==> config.mk <==
export PLATFORM = sky130hd
export DESIGN_NAME = audio_frame_scheduler
export DESIGN_NICKNAME = d
export VERILOG_FILES = /design/src/rtl/audio_frame_scheduler.sv
export SDC_FILE = /design/constraint.sdc
export NUM_CORES = 1
export LEC_CHECK = 0
export ABC_AREA = 0
export BUFFER_PORTS_ARGS = -buffer_cell sky130_fd_sc_hd__clkbuf_2
export CAP_MARGIN = 20
export CORE_MARGIN = 2
export CORE_UTILIZATION = 40
export CTS_BUF_LIST = sky130_fd_sc_hd__clkbuf_2
export CTS_CLUSTER_DIAMETER = 120
export DETAILED_ROUTE_END_ITERATION = 16
export PLACE_DENSITY = 0.77
export SYNTH_ARGS = -nofsm -noshare
export SYNTH_HDL_FRONTEND = slang
export SYNTH_SLANG_ARGS = --single-unit
export TNS_END_PERCENT = 1
==> constraint.sdc <==
create_clock -name clk -period 3.2 [get_ports clk]
set_clock_uncertainty 0.1 [all_clocks]
set_input_delay 0.64 -clock clk [delete_from_list [all_inputs] [get_ports clk]]
set_output_delay 0.64 -clock clk [all_outputs]
set_load 0.02 [all_outputs]
==> src/rtl/audio_frame_scheduler.sv <==
`default_nettype none
// ============================================================================
// Module      : audio_frame_scheduler
// Description : Sends stereo audio to the driver FIFO at a fixed rate. A clock
//               divider makes one frame tick every SAMPLE_DIV cycles. On each
//               tick the scheduler writes one left word and then one right
//               word into the FIFO stream. It waits one bubble cycle between
//               the two writes. It obeys the FIFO's per-channel source_ready.
//               It counts frames that the producers did not complete before
//               the next tick.
// Revision    : 1.0 - initial release
// ----------------------------------------------------------------------------
// Parameters  : DATA_SIZE  - sample / FIFO word width
//               SAMPLE_DIV - clk cycles per frame tick (>= 4)
// Ports       : clk, rst        - clock, synchronous active-high reset
//               enable          - runs the divider and scheduler
//               l_valid/l_data/l_ready - left-channel producer handshake
//               r_valid/r_data/r_ready - right-channel producer handshake
//               sink_valid/sink_data   - FIFO write strobe and word
//               sink_ready[1:0] - FIFO space; bit0 gates L, bit1 gates R
//               underrun_cnt    - saturating count of missed frames
//               busy            - frame in progress (waiting for L or R)
// Config      : AUDIO_SCHED_TAG_EN - when defined, the channel id (0=L, 1=R)
//               replaces the MSB of sink_data
// ============================================================================
module audio_frame_scheduler #(
  parameter int DATA_SIZE  = 28,
  parameter int SAMPLE_DIV = 1042
) (
  input  logic                 clk,
  input  logic                 rst,
  input  logic                 enable,
  input  logic                 l_valid,
  input  logic [DATA_SIZE-1:0] l_data,
  output logic                 l_ready,
  input  logic                 r_valid,
  input  logic [DATA_SIZE-1:0] r_data,
  output logic                 r_ready,
  output logic                 sink_valid,
  output logic [DATA_SIZE-1:0] sink_data,
  input  logic [1:0]           sink_ready,
  output logic [15:0]          underrun_cnt,
  output logic                 busy
);

  localparam int             DIV_W    = $clog2(SAMPLE_DIV);
  localparam logic [DIV_W-1:0] DIV_LAST = DIV_W'(SAMPLE_DIV - 1);

  localparam logic [1:0] ST_IDLE   = 2'd0;
  localparam logic [1:0] ST_WAIT_L = 2'd1;
  localparam logic [1:0] ST_WAIT_R = 2'd2;

  logic [DIV_W-1:0]     div_cnt_q, div_cnt_d;
  logic [1:0]           state_q, state_d;
  logic                 sink_valid_q, sink_valid_d;
  logic [DATA_SIZE-1:0] sink_data_q, sink_data_d;
  logic [15:0]          underrun_q, underrun_d;

  logic                 w_tick;
  logic                 w_l_xfer;
  logic                 w_r_xfer;
  logic                 w_underrun;
  logic [DATA_SIZE-1:0] w_l_word;
  logic [DATA_SIZE-1:0] w_r_word;

  // ---------------------------------------------------------------- divider
  assign w_tick = enable & (div_cnt_q == DIV_LAST);

  always_comb begin
    div_cnt_d = div_cnt_q + DIV_W'(1);
    if (!enable || w_tick) begin
      div_cnt_d = '0;
    end
  end

  // ---------------------------------------------------------- ready / xfer
  // The ~sink_valid term inserts a bubble after every write. sink_ready
  // shows the FIFO write only one cycle late, so without the bubble L and R
  // could both target one free slot. Gating with enable stops new
  // handshakes in the cycle where enable drops.
  assign l_ready  = enable & (state_q == ST_WAIT_L) & sink_ready[0] & ~sink_valid_q;
  assign r_ready  = enable & (state_q == ST_WAIT_R) & sink_ready[1] & ~sink_valid_q;
  assign w_l_xfer = l_valid & l_ready;
  assign w_r_xfer = r_valid & r_ready;

`ifdef AUDIO_SCHED_TAG_EN
  assign w_l_word = {1'b0, l_data[DATA_SIZE-2:0]};
  assign w_r_word = {1'b1, r_data[DATA_SIZE-2:0]};
`else
  assign w_l_word = l_data;
  assign w_r_word = r_data;
`endif

  // -------------------------------------------------------------------- FSM
  always_comb begin
    state_d    = state_q;
    w_underrun = 1'b0;
    if (!enable) begin
      state_d = ST_IDLE;
    end else begin
      case (state_q)
        ST_IDLE: begin
          if (w_tick) state_d = ST_WAIT_L;
        end
        ST_WAIT_L: begin
          // A tick before the L word arrives drops the frame. Any L word
          // accepted in that same cycle is still written.
          if (w_tick) begin
            w_underrun = 1'b1;
            state_d    = ST_WAIT_L;
          end else if (w_l_xfer) begin
            state_d = ST_WAIT_R;
          end
        end
        ST_WAIT_R: begin
          if (w_r_xfer) begin
            state_d = w_tick ? ST_WAIT_L : ST_IDLE;
          end else if (w_tick) begin
            w_underrun = 1'b1;
            state_d    = ST_WAIT_L;
          end
        end
        default: state_d = ST_IDLE;
      endcase
    end
  end

  // ------------------------------------------------------ output registers
  always_comb begin
    sink_valid_d = w_l_xfer | w_r_xfer;
    sink_data_d  = sink_data_q;
    if (w_l_xfer) sink_data_d = w_l_word;
    if (w_r_xfer) sink_data_d = w_r_word;
    underrun_d = underrun_q;
    if (w_underrun && (underrun_q != 16'hFFFF)) begin
      underrun_d = underrun_q + 16'd1;
    end
  end

  always_ff @(posedge clk) begin
    if (rst) begin
      div_cnt_q    <= '0;
      state_q      <= ST_IDLE;
      sink_valid_q <= 1'b0;
      sink_data_q  <= '0;
      underrun_q   <= '0;
    end else begin
      div_cnt_q    <= div_cnt_d;
      state_q      <= state_d;
      sink_valid_q <= sink_valid_d;
      sink_data_q  <= sink_data_d;
      underrun_q   <= underrun_d;
    end
  end

  assign sink_valid   = sink_valid_q;
  assign sink_data    = sink_data_q;
  assign underrun_cnt = underrun_q;
  assign busy         = (state_q != ST_IDLE);

endmodule
`default_nettype wire

==> impl_results.html <==
<table>
<tr><th>Metric</th><th>Value</th></tr>
<tr><th colspan="2">Status</th></tr>
<tr><td>Result of the run</td><td>finished, final reports clean</td></tr>
<tr><th colspan="2">Power and ir drop</th></tr>
<tr><td>P_int</td><td>0.858 mW</td></tr>
<tr><td>Power density normalized to cell area</td><td>319 mW/mm^2</td></tr>
<tr><td>Switching share of power</td><td>0.276</td></tr>
<tr><td>Leakage power figure</td><td>1.52 nW</td></tr>
<tr><td>Share of total power in sequential cells</td><td>0.613</td></tr>
<tr><td>Part of the power in combinational logic</td><td>0.061</td></tr>
<tr><td>Power dissipated by switching net loads</td><td>0.327 mW</td></tr>
<tr><td>Share of power burned in the clock network</td><td>0.326</td></tr>
<tr><td>IR drop worst, VDD</td><td>0.201 mV</td></tr>
<tr><th colspan="2">STA</th></tr>
<tr><td>Share of the cycle needed by the critical path after routing</td><td>0.813</td></tr>
<tr><td>Final hold violation count</td><td>0</td></tr>
<tr><td>Worst slew margin relative to its limit</td><td>0.476</td></tr>
<tr><td>Final Max Tran Viols</td><td>0</td></tr>
<tr><td>Setup repair after global routing missed its margin</td><td>no</td></tr>
<tr><td>Worst setup margin</td><td>598 ps</td></tr>
<tr><td>Final setup violation count</td><td>0</td></tr>
<tr><td>Final worst hold slack</td><td>291 ps</td></tr>
<tr><td>Final critical delay including setup and external delays</td><td>2600 ps</td></tr>
<tr><td>FMAX</td><td>384 MHz</td></tr>
<tr><td>Worst slew pin tran</td><td>786 ps</td></tr>
<tr><td>Setup Total Neg Slack</td><td>0 ps</td></tr>
<tr><th colspan="2">Logic synthesis</th></tr>
<tr><td>Area share of xor/xnor cells in the synthesized design</td><td>0.0259</td></tr>
<tr><td>Count of flip-flops with a built-in enable after synthesis</td><td>0</td></tr>
<tr><td>Top_reg_cell synth</td><td>sky130_fd_sc_hd__dfxtp_1</td></tr>
<tr><td>Sequential area share after synthesis</td><td>0.381</td></tr>
<tr><td>Combinational family with the most area after synthesis</td><td>simple AND/OR/NAND/NOR gates</td></tr>
<tr><td>Synthesized-area fraction occupied by and/or/nand/nor cells</td><td>0.343</td></tr>
<tr><td>Cell area after synthesis</td><td>0.00305 sq mm</td></tr>
<tr><td>Post-Synthesis Net Count</td><td>428</td></tr>
<tr><td>Synthesized area per cell</td><td>8.51 sq um</td></tr>
<tr><td>Register bit total from synthesis</td><td>58</td></tr>
<tr><td>Synthesis Warnings</td><td>0</td></tr>
<tr><td>Post-synthesis share of cell area spent on full adders, half adders and majority gates</td><td>0.0288</td></tr>
<tr><td>Async set-reset flop share out of synthesis</td><td>0</td></tr>
<tr><td>Compound-gate portion of the synthesized area</td><td>0.108</td></tr>
<tr><td>Distinct cell type count of the synthesized netlist</td><td>42</td></tr>
<tr><td>Fraction of synthesized area in multiplexers</td><td>0.0555</td></tr>
<tr><td>Post-synthesis cell count</td><td>358</td></tr>
<tr><th colspan="2">Clock tree</th></tr>
<tr><td>H-tree depth</td><td>3</td></tr>
<tr><td>TritonCTS clock tree</td><td>built</td></tr>
<tr><td>Hold-fix buffers at CTS</td><td>0</td></tr>
<tr><td>Buffers inserted during post-CTS setup optimization</td><td>0</td></tr>
<tr><td>Clock Pin Slew Worst Setup and Hold Paths</td><td>190 ps</td></tr>
<tr><td>Clock latency reported for the late side of the worst-skew pair</td><td>470 ps</td></tr>
<tr><td>Post-cts sizing count</td><td>0</td></tr>
<tr><td>Clk Tree Root Cell</td><td>sky130_fd_sc_hd__clkbuf_2</td></tr>
<tr><td>Number of buffers inserted during clock tree synthesis</td><td>9</td></tr>
<tr><td>Clock tree buffer depth</td><td>2</td></tr>
<tr><td>TritonCTS sink count</td><td>58</td></tr>
<tr><th colspan="2">Setup path</th></tr>
<tr><td>Required @ worst endpoint</td><td>2460 ps</td></tr>
<tr><td>Crit start category</td><td>flip-flop</td></tr>
<tr><td>Timing startpoint of the critical path</td><td>state_q[1]</td></tr>
<tr><td>Slowest Stage Delay on Critical Path</td><td>380 ps</td></tr>
<tr><td>Largest fanout of any net on the critical path</td><td>8</td></tr>
<tr><td>Arrival @ worst endpoint</td><td>1860 ps</td></tr>
<tr><td>Worst-path cell chain</td><td>inv_1 -&gt; ha_1 -&gt; and4b_1 -&gt; clkbuf_2</td></tr>
<tr><td>R2r worst-path depth</td><td>7</td></tr>
<tr><td>CP max-delay cell</td><td>sky130_fd_sc_hd__dfxtp_1</td></tr>
<tr><td>Startpoint of the lowest-slack register-to-register path</td><td>state_q[1]</td></tr>
<tr><td>Critical Setup Path Class</td><td>reg2out</td></tr>
<tr><td>Kind of end point of the critical path</td><td>primary output</td></tr>
<tr><th colspan="2">Layout</th></tr>
<tr><td>Total of fill cells in the finished design</td><td>702</td></tr>
<tr><td>Number of antenna diodes</td><td>0</td></tr>
<tr><td>Area of the multi-input gates</td><td>0.00171 sq mm</td></tr>
<tr><td>End-of-flow core utilization</td><td>0.506</td></tr>
<tr><td>Ratio of cells with drive above 1 in the final layout</td><td>0.326</td></tr>
<tr><td>Syn-to-layout area delta</td><td>21.7%</td></tr>
<tr><td>Non-filler instance count after layout</td><td>559</td></tr>
<tr><td>Commonest cells after routing, fill and taps aside</td><td>sky130_fd_sc_hd__clkbuf_2, sky130_fd_sc_hd__dfxtp_1, sky130_fd_sc_hd__nor2_1</td></tr>
<tr><td>Post-layout net count</td><td>525</td></tr>
<tr><td>Area of all sequential standard cells</td><td>0.00116 sq mm</td></tr>
<tr><td>Most common cell after layout, fill and taps aside</td><td>sky130_fd_sc_hd__clkbuf_2</td></tr>
<tr><th colspan="2">Routing</th></tr>
<tr><td>WL per Instance</td><td>13.9 um</td></tr>
<tr><td>Total number of vias</td><td>2988</td></tr>
<tr><td>Number of optimization iterations in the first detailed-route pass</td><td>4</td></tr>
<tr><td>Number of routed nets with antenna violations</td><td>0</td></tr>
<tr><td>Drt drc</td><td>0</td></tr>
<tr><td>Wire length reported by the detailed router</td><td>7760 um</td></tr>
<tr><td>Post-detailed-route via-to-cell ratio</td><td>5.35</td></tr>
<tr><td>Drt first-iter violations</td><td>131</td></tr>
<tr><th colspan="2">Placement</th></tr>
<tr><td>Pre-CTS setup slack</td><td>775 ps</td></tr>
<tr><td>RD Place Congestion</td><td>0.813</td></tr>
<tr><td>Port buffer count</td><td>110</td></tr>
<tr><td>Placed cell count</td><td>543</td></tr>
<tr><td>Half-perimeter wire length of the detailed placement result</td><td>5620 um</td></tr>
<tr><th colspan="2">Die</th></tr>
<tr><td>Starting utilization of the core area</td><td>0.415</td></tr>
<tr><td>Number of primary I/O pins</td><td>111</td></tr>
<tr><td>Height of the die</td><td>91.3 um</td></tr>
<tr><td>Area of the die</td><td>0.00833 sq mm</td></tr>
<tr><td>Core Area</td><td>0.00733 sq mm</td></tr>
<tr><td>Number of placement rows</td><td>31</td></tr>
<tr><td>Width of the die</td><td>91.3 um</td></tr>
<tr><th colspan="2">Min path</th></tr>
<tr><td>Count of cells along the worst hold path</td><td>3</td></tr>
<tr><td>Type of the worst min-delay path</td><td>in2reg</td></tr>
<tr><td>Start point of the worst hold path</td><td>l_data[15]</td></tr>
<tr><th colspan="2">Global routing</th></tr>
<tr><td>Number of antenna violations at the first check in global routing</td><td>0</td></tr>
<tr><td>Global routing met2 resource utilization</td><td>0.293</td></tr>
<tr><td>First-pass GRT wire length</td><td>12200 um</td></tr>
<tr><td>Final global-route overflow total</td><td>0</td></tr>
<tr><td>Met1 Use GR</td><td>0.220</td></tr>
<tr><td>Maximum number of pins on one net before global-route repair</td><td>35</td></tr>
<tr><td>Global router's overall resource usage</td><td>0.179</td></tr>
<tr><td>Number of global-route vias before repair</td><td>2640</td></tr>
<tr><td>Met3 demand-to-capacity share in global routing</td><td>0.0365</td></tr>
<tr><td>Most heavily used metal layer in global routing</td><td>met2</td></tr>
<tr><th colspan="2">Job</th></tr>
<tr><td>Max-capacitance violation count</td><td>0</td></tr>
</table>
-- worst paths after layout --
| check | to | slack [ps] |
|---|---|---|
| worst max register to register | sink_data[19] | 790 |
| worst min register to register | sink_data[25] | 390 |
| worst min-delay path | sink_data[15] | 290 |
| worst max-delay path | l_ready | 600 |
-- worst max-delay path, delay by kind of cell (launching register included) --
family	cells	cell delay, ps
simple gates	1	380
flops	1	380
fa+ha+maj	1	310
buf+inv	2	340
-- final cells by class --
cell class	count	area share
Tap cell	99	0.0334
Inverter	7	0.00709
Timing Repair Buffer	116	0.161
Clock buffer	9	0.0121
Sequential cell	58	0.313
Multi-Input combinational cell	263	0.461
Clock inverter	7	0.0121
-- power groups by stage --
stage | sequential [mW] | clock [mW] | combinational, mW
floorplan | 0.740 | 0 | 0.0271
global placement | 0.741 | 0 | 0.0717
detailed placement | 0.741 | 0 | 0.0723
CTS | 0.726 | 0.404 | 0.0728
global route | 0.727 | 0.436 | 0.0802
finish | 0.726 | 0.386 | 0.0727
-- through the flow --
stage	area (sq um)	total power [mW]
after floorplan	3050	0.767
after global placement	3620	0.812
after detailed placement	3620	0.813
after CTS	3710	1.20
after global routing	3710	1.24
final	3710	1.18
-- cell usage after synthesis, types with 2 or more instances --
library cell	count	share of area
sky130_fd_sc_hd__dfxtp_1	58	0.38
sky130_fd_sc_hd__nor2_1	56	0.069
sky130_fd_sc_hd__nand2_1	40	0.049
sky130_fd_sc_hd__nand3_1	37	0.061
sky130_fd_sc_hd__a311oi_1	28	0.081
sky130_fd_sc_hd__clkbuf_1	22	0.027
sky130_fd_sc_hd__nor2b_1	17	0.035
sky130_fd_sc_hd__mux2_1	11	0.041
sky130_fd_sc_hd__nor4_2	8	0.033
sky130_fd_sc_hd__ha_1	7	0.029
sky130_fd_sc_hd__inv_1	7	0.0086
sky130_fd_sc_hd__nand4_1	7	0.014
sky130_fd_sc_hd__xnor2_1	7	0.020
sky130_fd_sc_hd__and3_1	6	0.012
sky130_fd_sc_hd__nor4_1	6	0.012
sky130_fd_sc_hd__buf_6	4	0.015
sky130_fd_sc_hd__mux2_2	4	0.015
sky130_fd_sc_hd__and4_1	3	0.0086
sky130_fd_sc_hd__nor3_1	3	0.0049
sky130_fd_sc_hd__buf_1	2	0.0025
sky130_fd_sc_hd__nor4b_1	2	0.0058
sky130_fd_sc_hd__nor4b_4	2	0.016
sky130_fd_sc_hd__xor2_1	2	0.0058
-- cell families (layout without fill, tap and decap cells) --
kind of cell | Yosys count | count (layout)
AOI/OAI and AO/OA | 39 | 39
and+or+nand+nor | 193 | 193
adders and majority gates | 7 | 7
xor gates and xnor gates | 9 | 9
buffers and inverters | 37 | 139
muxes | 15 | 15
DFF | 58 | 58
-- layer usage --
metal  vias to the layer above  wire length (um)
li1                       1474                 -
met1                      1409              3260
met2                        87              3900
met3                        18               387
met4                         0               214
met5                         -                 0
-- sequential cells by signal (all words and copies together) (netlist names) --
signal,count
sink_valid,1
div_cnt_q,11
state_q,2
underrun_cnt,16
sink_data,28
Power figures use the tool's default switching activity.
